### src/rtl/rr_burst_arbiter.sv
// Four-requester round-robin arbiter with burst tenure and a registered, one-hot grant output.
// Defining RR_ARB_LOCK_EN adds a lock input that extends the current tenure past MAX_BURST.
module rr_burst_arbiter #(
    parameter int unsigned MAX_BURST = 4,
    parameter int unsigned CNT_W     = 3
) (
    input  logic       clk,
    input  logic       rst,
    input  logic       req0,
    input  logic       req1,
    input  logic       req2,
    input  logic       req3,
`ifdef RR_ARB_LOCK_EN
    input  logic       lock,
`endif
    output logic       gnt0,
    output logic       gnt1,
    output logic       gnt2,
    output logic       gnt3,
    output logic [1:0] gnt_id,
    output logic       busy
);

    typedef enum logic [0:0] {StIdle, StGrant} state_e;

    localparam logic [CNT_W-1:0] MaxCnt = CNT_W'(MAX_BURST);
    localparam logic [CNT_W-1:0] OneCnt = CNT_W'(1);

    state_e           state_q, state_d;
    logic [3:0]       gnt_q, gnt_d;
    logic [1:0]       id_q, id_d;
    logic [1:0]       ptr_q, ptr_d;
    logic [CNT_W-1:0] cnt_q, cnt_d;
    logic             busy_q, busy_d;

    logic [3:0] req;
    logic [3:0] others;
    logic       owner_req;
    logic       at_max;
    logic       hold_lock;
    logic [1:0] win_idle;
    logic [1:0] win_rot;

    // Lowest offset from start wins; iterating downwards leaves the nearest match assigned last.
    function automatic logic [1:0] pick(input logic [3:0] r, input logic [1:0] start);
        logic [1:0] w;
        logic [1:0] idx;
        w = start;
        for (int i = 3; i >= 0; i--) begin
            idx = start + i[1:0];
            if (r[idx]) w = idx;
        end
        return w;
    endfunction

    assign req       = {req3, req2, req1, req0};
    assign owner_req = req[id_q];
    assign others    = req & ~(4'b0001 << id_q);
    assign at_max    = (cnt_q >= MaxCnt);
    assign win_idle  = pick(req, ptr_q);
    assign win_rot   = pick(others, id_q + 2'd1);

`ifdef RR_ARB_LOCK_EN
    assign hold_lock = lock & owner_req;
`else
    assign hold_lock = 1'b0;
`endif

    always_comb begin
        state_d = state_q;
        gnt_d   = gnt_q;
        id_d    = id_q;
        ptr_d   = ptr_q;
        cnt_d   = cnt_q;
        unique case (state_q)
            StIdle: begin
                if (|req) begin
                    state_d = StGrant;
                    gnt_d   = 4'b0001 << win_idle;
                    id_d    = win_idle;
                    ptr_d   = win_idle + 2'd1;
                    cnt_d   = OneCnt;
                end
            end
            StGrant: begin
                if (owner_req && !at_max) begin
                    cnt_d = cnt_q + OneCnt;
                end else if (owner_req && hold_lock) begin
                    cnt_d = MaxCnt;
                end else if (|others) begin
                    // Handover at the same edge, so the resource never sees an idle cycle.
                    gnt_d = 4'b0001 << win_rot;
                    id_d  = win_rot;
                    ptr_d = win_rot + 2'd1;
                    cnt_d = OneCnt;
                end else if (owner_req) begin
                    cnt_d = OneCnt;
                end else begin
                    state_d = StIdle;
                    gnt_d   = 4'b0000;
                    cnt_d   = '0;
                end
            end
            default: state_d = StIdle;
        endcase
        busy_d = |gnt_d;
    end

    always_ff @(posedge clk) begin
        if (rst) begin
            state_q <= StIdle;
            gnt_q   <= 4'b0000;
            id_q    <= 2'd0;
            ptr_q   <= 2'd0;
            cnt_q   <= '0;
            busy_q  <= 1'b0;
        end else begin
            state_q <= state_d;
            gnt_q   <= gnt_d;
            id_q    <= id_d;
            ptr_q   <= ptr_d;
            cnt_q   <= cnt_d;
            busy_q  <= busy_d;
        end
    end

    assign gnt0   = gnt_q[0];
    assign gnt1   = gnt_q[1];
    assign gnt2   = gnt_q[2];
    assign gnt3   = gnt_q[3];
    assign gnt_id = id_q;
    assign busy   = busy_q;

endmodule

### config.mk
export PLATFORM = sky130hd
export DESIGN_NAME = rr_burst_arbiter
export DESIGN_NICKNAME = d
export VERILOG_FILES = /design/src/rtl/rr_burst_arbiter.sv
export SDC_FILE = /design/constraint.sdc
export NUM_CORES = 1
export LEC_CHECK = 0
export CORE_MARGIN = 5
export CORE_UTILIZATION = 40
export DETAILED_ROUTE_END_ITERATION = 8
export MAX_ROUTING_LAYER = met4
export SLEW_MARGIN = 20
export SYNTH_ARGS = -nofsm -noshare
export SYNTH_HDL_FRONTEND = slang
export SYNTH_SLANG_ARGS = --single-unit
### constraint.sdc
create_clock -name clk -period 2.6 [get_ports clk]
set_clock_uncertainty 0.1 [all_clocks]
set_input_delay 0.26 -clock clk [delete_from_list [all_inputs] [get_ports clk]]
set_output_delay 0.26 -clock clk [all_outputs]
set_load 0.1 [all_outputs]
==> metrics.csv, run 1 <==
stage,metric,value,unit
die,die height,59.49,µm
synth,Synth area leader,dfxtp_1,
sta,slew at the pin with the worst max-slew slack,0.4626,ns
layout,fillers,245,
setup_path,crit path kind,flip-flop to flip-flop,
power_and_ir_drop,clock network power share,15.2,%
route,first-iteration detailed-routing DRC count,87,
route,Avg WL per Cell,15.21,µm
clock_network,H-tree levels,1,
die,Initial Util,40.65,%
clock_network,root buf cell,clkbuf_4,
sta,unrepaired setup endpoints after global routing,false,
die,Die ar.,0.003539,mm²
global_routing,gr busiest metal,met2,
power_and_ir_drop,Net Switching,0.3910,mW
synth,"EDFF count, synth",0,
global_routing,grt ovf,0,
job,MaxCap Viol Count,0,
setup_path,"Max stage delay cell, worst path",dfxtp_2,
sta,Fin. Hold Viols,0,
global_routing,GRT Total Usage,17.74,%
placement,Area after DPL,0.001147,mm²
global_routing,met3 usage,4.357,%
route,Post-DRT Antenna Nets,0,
synth,Mapped Avg Cell Area,7.479,µm²
worst_hold_path,Hold Path Origin,ptr_q[0]$_SDFFE_PP0P_,
die,std cell rows,18,
sta,Final Setup Violations,0,
sta,Max Slew Vio Count,0,
synth,Syn Nets,142,
clock_network,cts bufs inserted,3,
clock_network,Num Clock Sinks,13,
setup_path,"reg-to-reg slack, setup",0.21,ns
synth,Syn. warnings,0,
setup_path,"slowest stage delay, CP",0.42,ns
layout,fin util,48.70,%
sta,setup TNS,0,ns
sta,Max-Slew Margin vs Limit,69.07,%
synth,Post-synth ARST share,0,%
power_and_ir_drop,Flop pwr share,31.5,%
sta,setup ws final,0.2131,ns
power_and_ir_drop,Logic pwr share,53.3,%
setup_path,worst reg2reg startpoint,gnt_id[0]$_SDFFE_PP0P_,
synth,Mapped Cells,131,
layout,layout cells sized above 1,14.09,%
synth,Most used DFF post-synth,dfxtp_1,
sta,crit path time final,2.387,ns
power_and_ir_drop,Internal,0.4273,mW
layout,Final #Nets,161,
clock_network,CTS tree,done,
global_routing,initial antenna violation count,0,
setup_path,worst-path maximum fanout,9,
setup_path,crit path from,gnt_id[0]$_SDFFE_PP0P_,
setup_path,crit end category,flip-flop,
placement,dpl ws,0.08586,ns
placement,Post-DP HPWL,2.093,mm
die,DIE WIDTH,59.49,µm
sta,achievable clock frequency,418.9,MHz
setup_path,CP Launch Type,flip-flop,
placement,GPL Wtd Cong,0.7961,
clock_network,CTS clock-pin slew for the worst setup and hold paths,0.09,ns
global_routing,first-pass GRT wire length,4.678,mm
global_routing,largest net degree at the start of global routing,14,
power_and_ir_drop,VDD IR max,0.3589,mV
route,via count,1068,
setup_path,required time of the critical path,2.64,ns
power_and_ir_drop,Pleak,0.4765,nW
route,final wirelength,2.723,mm
sta,Final Cycle Share,91.80,%
synth,Yosys cell types,41,
synth,Seq cells post-synth,13,
die,core area,0.002410,mm²
power_and_ir_drop,sw frac,47.78,%
setup_path,CP arrival,2.43,ns
layout,# diodes,0,
global_routing,met1 Usage GRT,20.26,%
die,I/O Pins,13,
clock_network,clk_lat worst skew,0.28,ns
synth,netlist area before placement,979.7,µm²
placement,port buffer count,12,
layout,area grow syn2layout,19.80,%
clock_network,Max Buffers Root-to-Sink,2,
worst_hold_path,HP Class,flip-flop to flip-flop,
layout,Finished Cell Area,0.001174,mm²
route,DRT Pass-1 Iters,4,
synth,"top cells by area, synth","dfxtp_1 27%, ha_1 6.4%, a21oi_1 6.1%, nor2_1 5.7%, inv_1 3.8%",
synth,cell with the most instances after synthesis,nor2_1,
synth,top-area cell type share of the netlist area,26.56,%
setup_path,crit-path cells,"inv_1, ha_1, nand2b_1, and2_1, a21oi_1, nor2_1, a221oi_1, a41oi_1",
global_routing,number of global-route vias before repair,1052,
clock_network,CTS Hold Buffers Added,0,
global_routing,GR Layer Usage met2,30.11,%
route,detailed-route DRC error count,0,
synth,Post-synth top cells,"15 x nor2_1, 13 x dfxtp_1, 12 x a21oi_1, 10 x inv_1, 8 x nand2_1",
synth,sequential share of the synthesized area,26.56,%
outcome,result of the run,completed,
power_and_ir_drop,pwr dens,697.2,mW/mm²
route,DR vias/cell,5.966,
clock_network,Post-CTS Setup Bufs,0,
-- area by class of cell --
type | count | area, µm² | share of cell area, %
multi-input cells | 105 | 669.4 | 57.04
flip-flops and latches | 13 | 262.8 | 22.39
repair buffers | 17 | 140.1 | 11.94
inverters | 10 | 37.54 | 3.198
well taps | 30 | 37.54 | 3.198
clock buffers | 4 | 26.28 | 2.239
-- layer usage --
layer  vias up  part of all wire, %
met4         0                 0.62
met2        25                   51
met3         2                  5.3
met5         -                    0
met1       515                   43
li1        526                    -
-- kinds of logic after synthesis --
| group | count (synthesis) | share of synthesized area [%] |
|---|---|---|
| simple gates | 54 | 27.84 |
| compound gates | 44 | 30.91 |
| buf+inv | 13 | 5.109 |
| flops | 13 | 26.56 |
| fa+ha+maj | 5 | 6.386 |
| xor+xnor | 1 | 0.8942 |
| mux | 1 | 2.299 |
-- sequential cells by signal (all words and copies together) (netlist names) --
register / flops
gnt_q: 4
cnt_q: 3
gnt_id: 2
ptr_q: 2
busy: 1
state_q: 1
-- per-stage QoR --
stage,hold slack (ns),power [mW],cells
2_1_floorplan,0.2247,0.5868,131
3_3_place_gp,0.3747,0.6865,175
3_5_place_dp,0.3897,0.6929,175
4_1_cts,0.4024,0.8234,179
5_1_grt,0.4412,0.8783,179
6_report,0.3927,0.8183,179
-- path summary, 6_finish.rpt --
check                           cells past startpoint               endpoint
worst min register to register                      2  ptr_q[0]$_SDFFE_PP0P_
worst max register to register                      8        busy$_SDFF_PP0_
worst min-delay path                                2  ptr_q[0]$_SDFFE_PP0P_
worst max-delay path                                8        busy$_SDFF_PP0_
-- power groups by stage --
stage,combinational [mW],clock [mW],sequential [mW]
2_1_floorplan,0.212,0,0.375
3_3_place_gp,0.425,0,0.262
3_5_place_dp,0.430,0,0.263
4_1_cts,0.434,0.131,0.258
5_1_grt,0.473,0.141,0.264
6_report,0.436,0.124,0.258
-- critical path, delay by kind of cell (launching register included) --
| kind | cells | cell delay, ns |
|---|---|---|
| compound gates | 3 | 0.82 |
| fa+ha+maj | 1 | 0.20 |
| flops | 1 | 0.42 |
| simple gates | 3 | 0.59 |
| buf+inv | 1 | 0.12 |
-- timing repair --
action | CTS | global route
hold endpoints to repair | 0 | 0
gates resized for setup | 0 | 1
setup endpoints to repair | 0 | 1
-- layout by cell type, fill, tap and decap left out, drive strengths merged, types with 2 or more instances in the layout --
cell type      count
o21ai              5
ha                 5
buf               12
clkbuf             4
and2               4
nor3               4
nor4               4
o22ai              5
nand3              4
a211o              2
clkdlybuf4s50      5
inv               10
nor2              15
nand2              8
nand2b             4
a221oi             3
a22oi              2
a211oi             3
nor2b              5
a21oi             13
dfxtp             13
Note: power is estimated with default switching activity, not from simulation.
==> run 2, diff against run 1 <==
- clock period: 2.6 -> 2.7 ns (I/O delays scaled with it)
==> run 2 against run 1 <==
Effect of this change:
- utilization is the same
- first-iteration DRC count fell by 20%
- die area unchanged
- count of clock-buffer cells in the layout stayed put
==> metrics.csv, run 2 (same netlist as run 1, synthesis figures left out) <==
stage,metric,value,unit
outcome,result of the run,completed,
clock_network,cts bufs inserted,3,
power_and_ir_drop,Pleak,0.4765,nW
power_and_ir_drop,Net Switching,0.3737,mW
clock_network,CTS Hold Buffers Added,0,
layout,largest register by flop count,gnt_q,
worst_hold_path,WHS Endpoint,cnt_q[2]$_SDFFE_PP0P_,
die,die height,59.49,µm
route,Post-DRT Antenna Nets,0,
setup_path,crit path kind,input pin to flip-flop,
die,Die ar.,0.003539,mm²
global_routing,GR Layer Usage met2,25.59,%
power_and_ir_drop,Flop pwr share,31.7,%
setup_path,CP Launch Type,input pin,
clock_network,Resized cells post-CTS,0,
sta,setup TNS,0,ns
global_routing,largest net degree at the start of global routing,14,
sta,crit path time final,2.359,ns
route,detailed-route DRC error count,0,
sta,Final Cycle Share,87.36,%
global_routing,grt ovf,0,
clock_network,Post-CTS Setup Bufs,0,
clock_network,root buf cell,clkbuf_4,
layout,area grow syn2layout,19.80,%
setup_path,worst reg2reg startpoint,gnt_id[0]$_SDFFE_PP0P_,
worst_hold_path,HP Class,flip-flop to flip-flop,
die,DIE WIDTH,59.49,µm
power_and_ir_drop,Internal,0.4111,mW
placement,GPL Wtd Cong,0.8809,
placement,Post-DP HPWL,1.962,mm
clock_network,Max Buffers Root-to-Sink,2,
power_and_ir_drop,Logic pwr share,52.9,%
setup_path,worst-path maximum fanout,8,
placement,port buffer count,12,
clock_network,clk_lat worst skew,0.28,ns
route,DRT Pass-1 Iters,4,
layout,max reg flops,4,
die,std cell rows,18,
sta,Max-Slew Margin vs Limit,68.49,%
route,DR vias/cell,5.860,
global_routing,initial antenna violation count,0,
route,first-iteration detailed-routing DRC count,70,
global_routing,gr busiest metal,met2,
sta,unrepaired setup endpoints after global routing,false,
layout,Layout Cells excl Fill,179,
global_routing,number of global-route vias before repair,994,
global_routing,first-pass GRT wire length,4.395,mm
power_and_ir_drop,pwr dens,668.7,mW/mm²
layout,fillers,247,
route,Avg WL per Cell,14.27,µm
sta,Max Slew Vio Count,0,
global_routing,met3 usage,4.139,%
worst_hold_path,Hold Path Origin,cnt_q[2]$_SDFFE_PP0P_,
setup_path,required time of the critical path,2.75,ns
global_routing,GRT Total Usage,16.16,%
sta,Fin. Hold Viols,0,
power_and_ir_drop,VDD IR max,0.3671,mV
route,via count,1049,
layout,layout cells sized above 1,14.09,%
setup_path,FF-to-FF End,busy$_SDFF_PP0_,
clock_network,CTS tree,done,
clock_network,CTS clock-pin slew for the worst setup and hold paths,0.08,ns
clock_network,H-tree levels,1,
worst_hold_path,worst hold path depth,2,
setup_path,"reg-to-reg slack, setup",0.35,ns
layout,"commonest non-fill, non-tap cell in the layout",nor2_1,
setup_path,R2R cell count,8,
setup_path,crit end category,flip-flop,
job,MaxCap Viol Count,0,
die,core area,0.002410,mm²
sta,slew at the pin with the worst max-slew slack,0.4683,ns
power_and_ir_drop,sw frac,47.61,%
sta,achievable clock frequency,424.0,MHz
die,Initial Util,40.65,%
route,final wirelength,2.555,mm
layout,Final #Nets,161,
layout,"commonest cells after routing, fill and taps aside","15 x nor2_1, 12 x a21oi_1, 12 x buf_4",
die,I/O Pins,13,
sta,Final Setup Violations,0,
power_and_ir_drop,clock network power share,15.4,%
clock_network,Num Clock Sinks,13,
global_routing,met1 Usage GRT,20.47,%
setup_path,CP arrival,2.40,ns
layout,biggest regs,"gnt_q x4, cnt_q x3",
placement,Placed Cells incl. Taps,175,
layout,# diodes,0,
[run 2: changes by cell type in the layout (fill, tap and decap cells not counted)]
| cell | before | now |
|---|---|---|
| o21ai_1 | 1 | 0 |
| o21ai_0 | 4 | 5 |
[run 2: how the worst max path moves through the flow]
stage	cells after the start	end	slack, ns	start
floorplan	8	busy$_SDFF_PP0_	0.19	gnt_id[0]$_SDFFE_PP0P_
global placement	7	busy$_SDFF_PP0_	0.19	req3
detailed placement	7	busy$_SDFF_PP0_	0.09	req3
CTS	7	busy$_SDFF_PP0_	0.35	req3
global route	8	busy$_SDFF_PP0_	0.12	gnt_id[0]$_SDFFE_PP0P_
finish	7	busy$_SDFF_PP0_	0.34	req3
[run 2: per-layer routing]
layer  share of wire (%)  vias to the layer above
li1                    -                      531
met1                  47                      490
met2                  47                       24
met3                 5.3                        4
met4                 1.2                        0
met5                   0                        -
[run 2: power groups by stage]
stage	Combinational [mW]	Clock [mW]	Sequential, mW
finish	0.415	0.121	0.249
global route	0.450	0.131	0.255
CTS	0.414	0.123	0.249
detailed placement	0.411	0	0.253
global placement	0.406	0	0.254
floorplan	0.204	0	0.361
[run 2: layout make-up]
cell class / instances / area (µm²) / share of cell area, %
flip-flops and latches: 13 / 262.8 / 22.39
clock buffers: 4 / 26.28 / 2.239
well taps: 30 / 37.54 / 3.198
inverters: 10 / 37.54 / 3.198
multi-input cells: 105 / 669.4 / 57.04
repair buffers: 17 / 140.1 / 11.94
[run 2: critical path: stages]
cell and delay, ns:
clkdlybuf4s50_1 0.55, mux4_2 0.59, and2_1 0.22, a21oi_2 0.22, nor2b_1 0.07, a221oi_1 0.31
a41oi_1 0.16
[run 2: per-stage QoR]
stage               instance area (µm²)  power, mW  hold slack, ns  setup WS [ns]  util [%]
floorplan                         982.2     0.5650          0.2347         0.1901         -
global placement                   1147     0.6599          0.3785         0.1888     47.61
detailed placement                 1147     0.6645          0.3836        0.08726     47.61
CTS                                1174     0.7853          0.4017         0.3475     48.70
global route                       1174     0.8365          0.4239         0.1154     48.70
finish                             1174     0.7848          0.3936         0.3414     48.70
==> run 3, diff against run 2 <==
- CAP_MARGIN: not set -> 40
- HOLD_SLACK_MARGIN: not set -> 0.02
==> results of run 3 <==
Same layout as run 2: the final DEF is identical, and so are final timing and power.
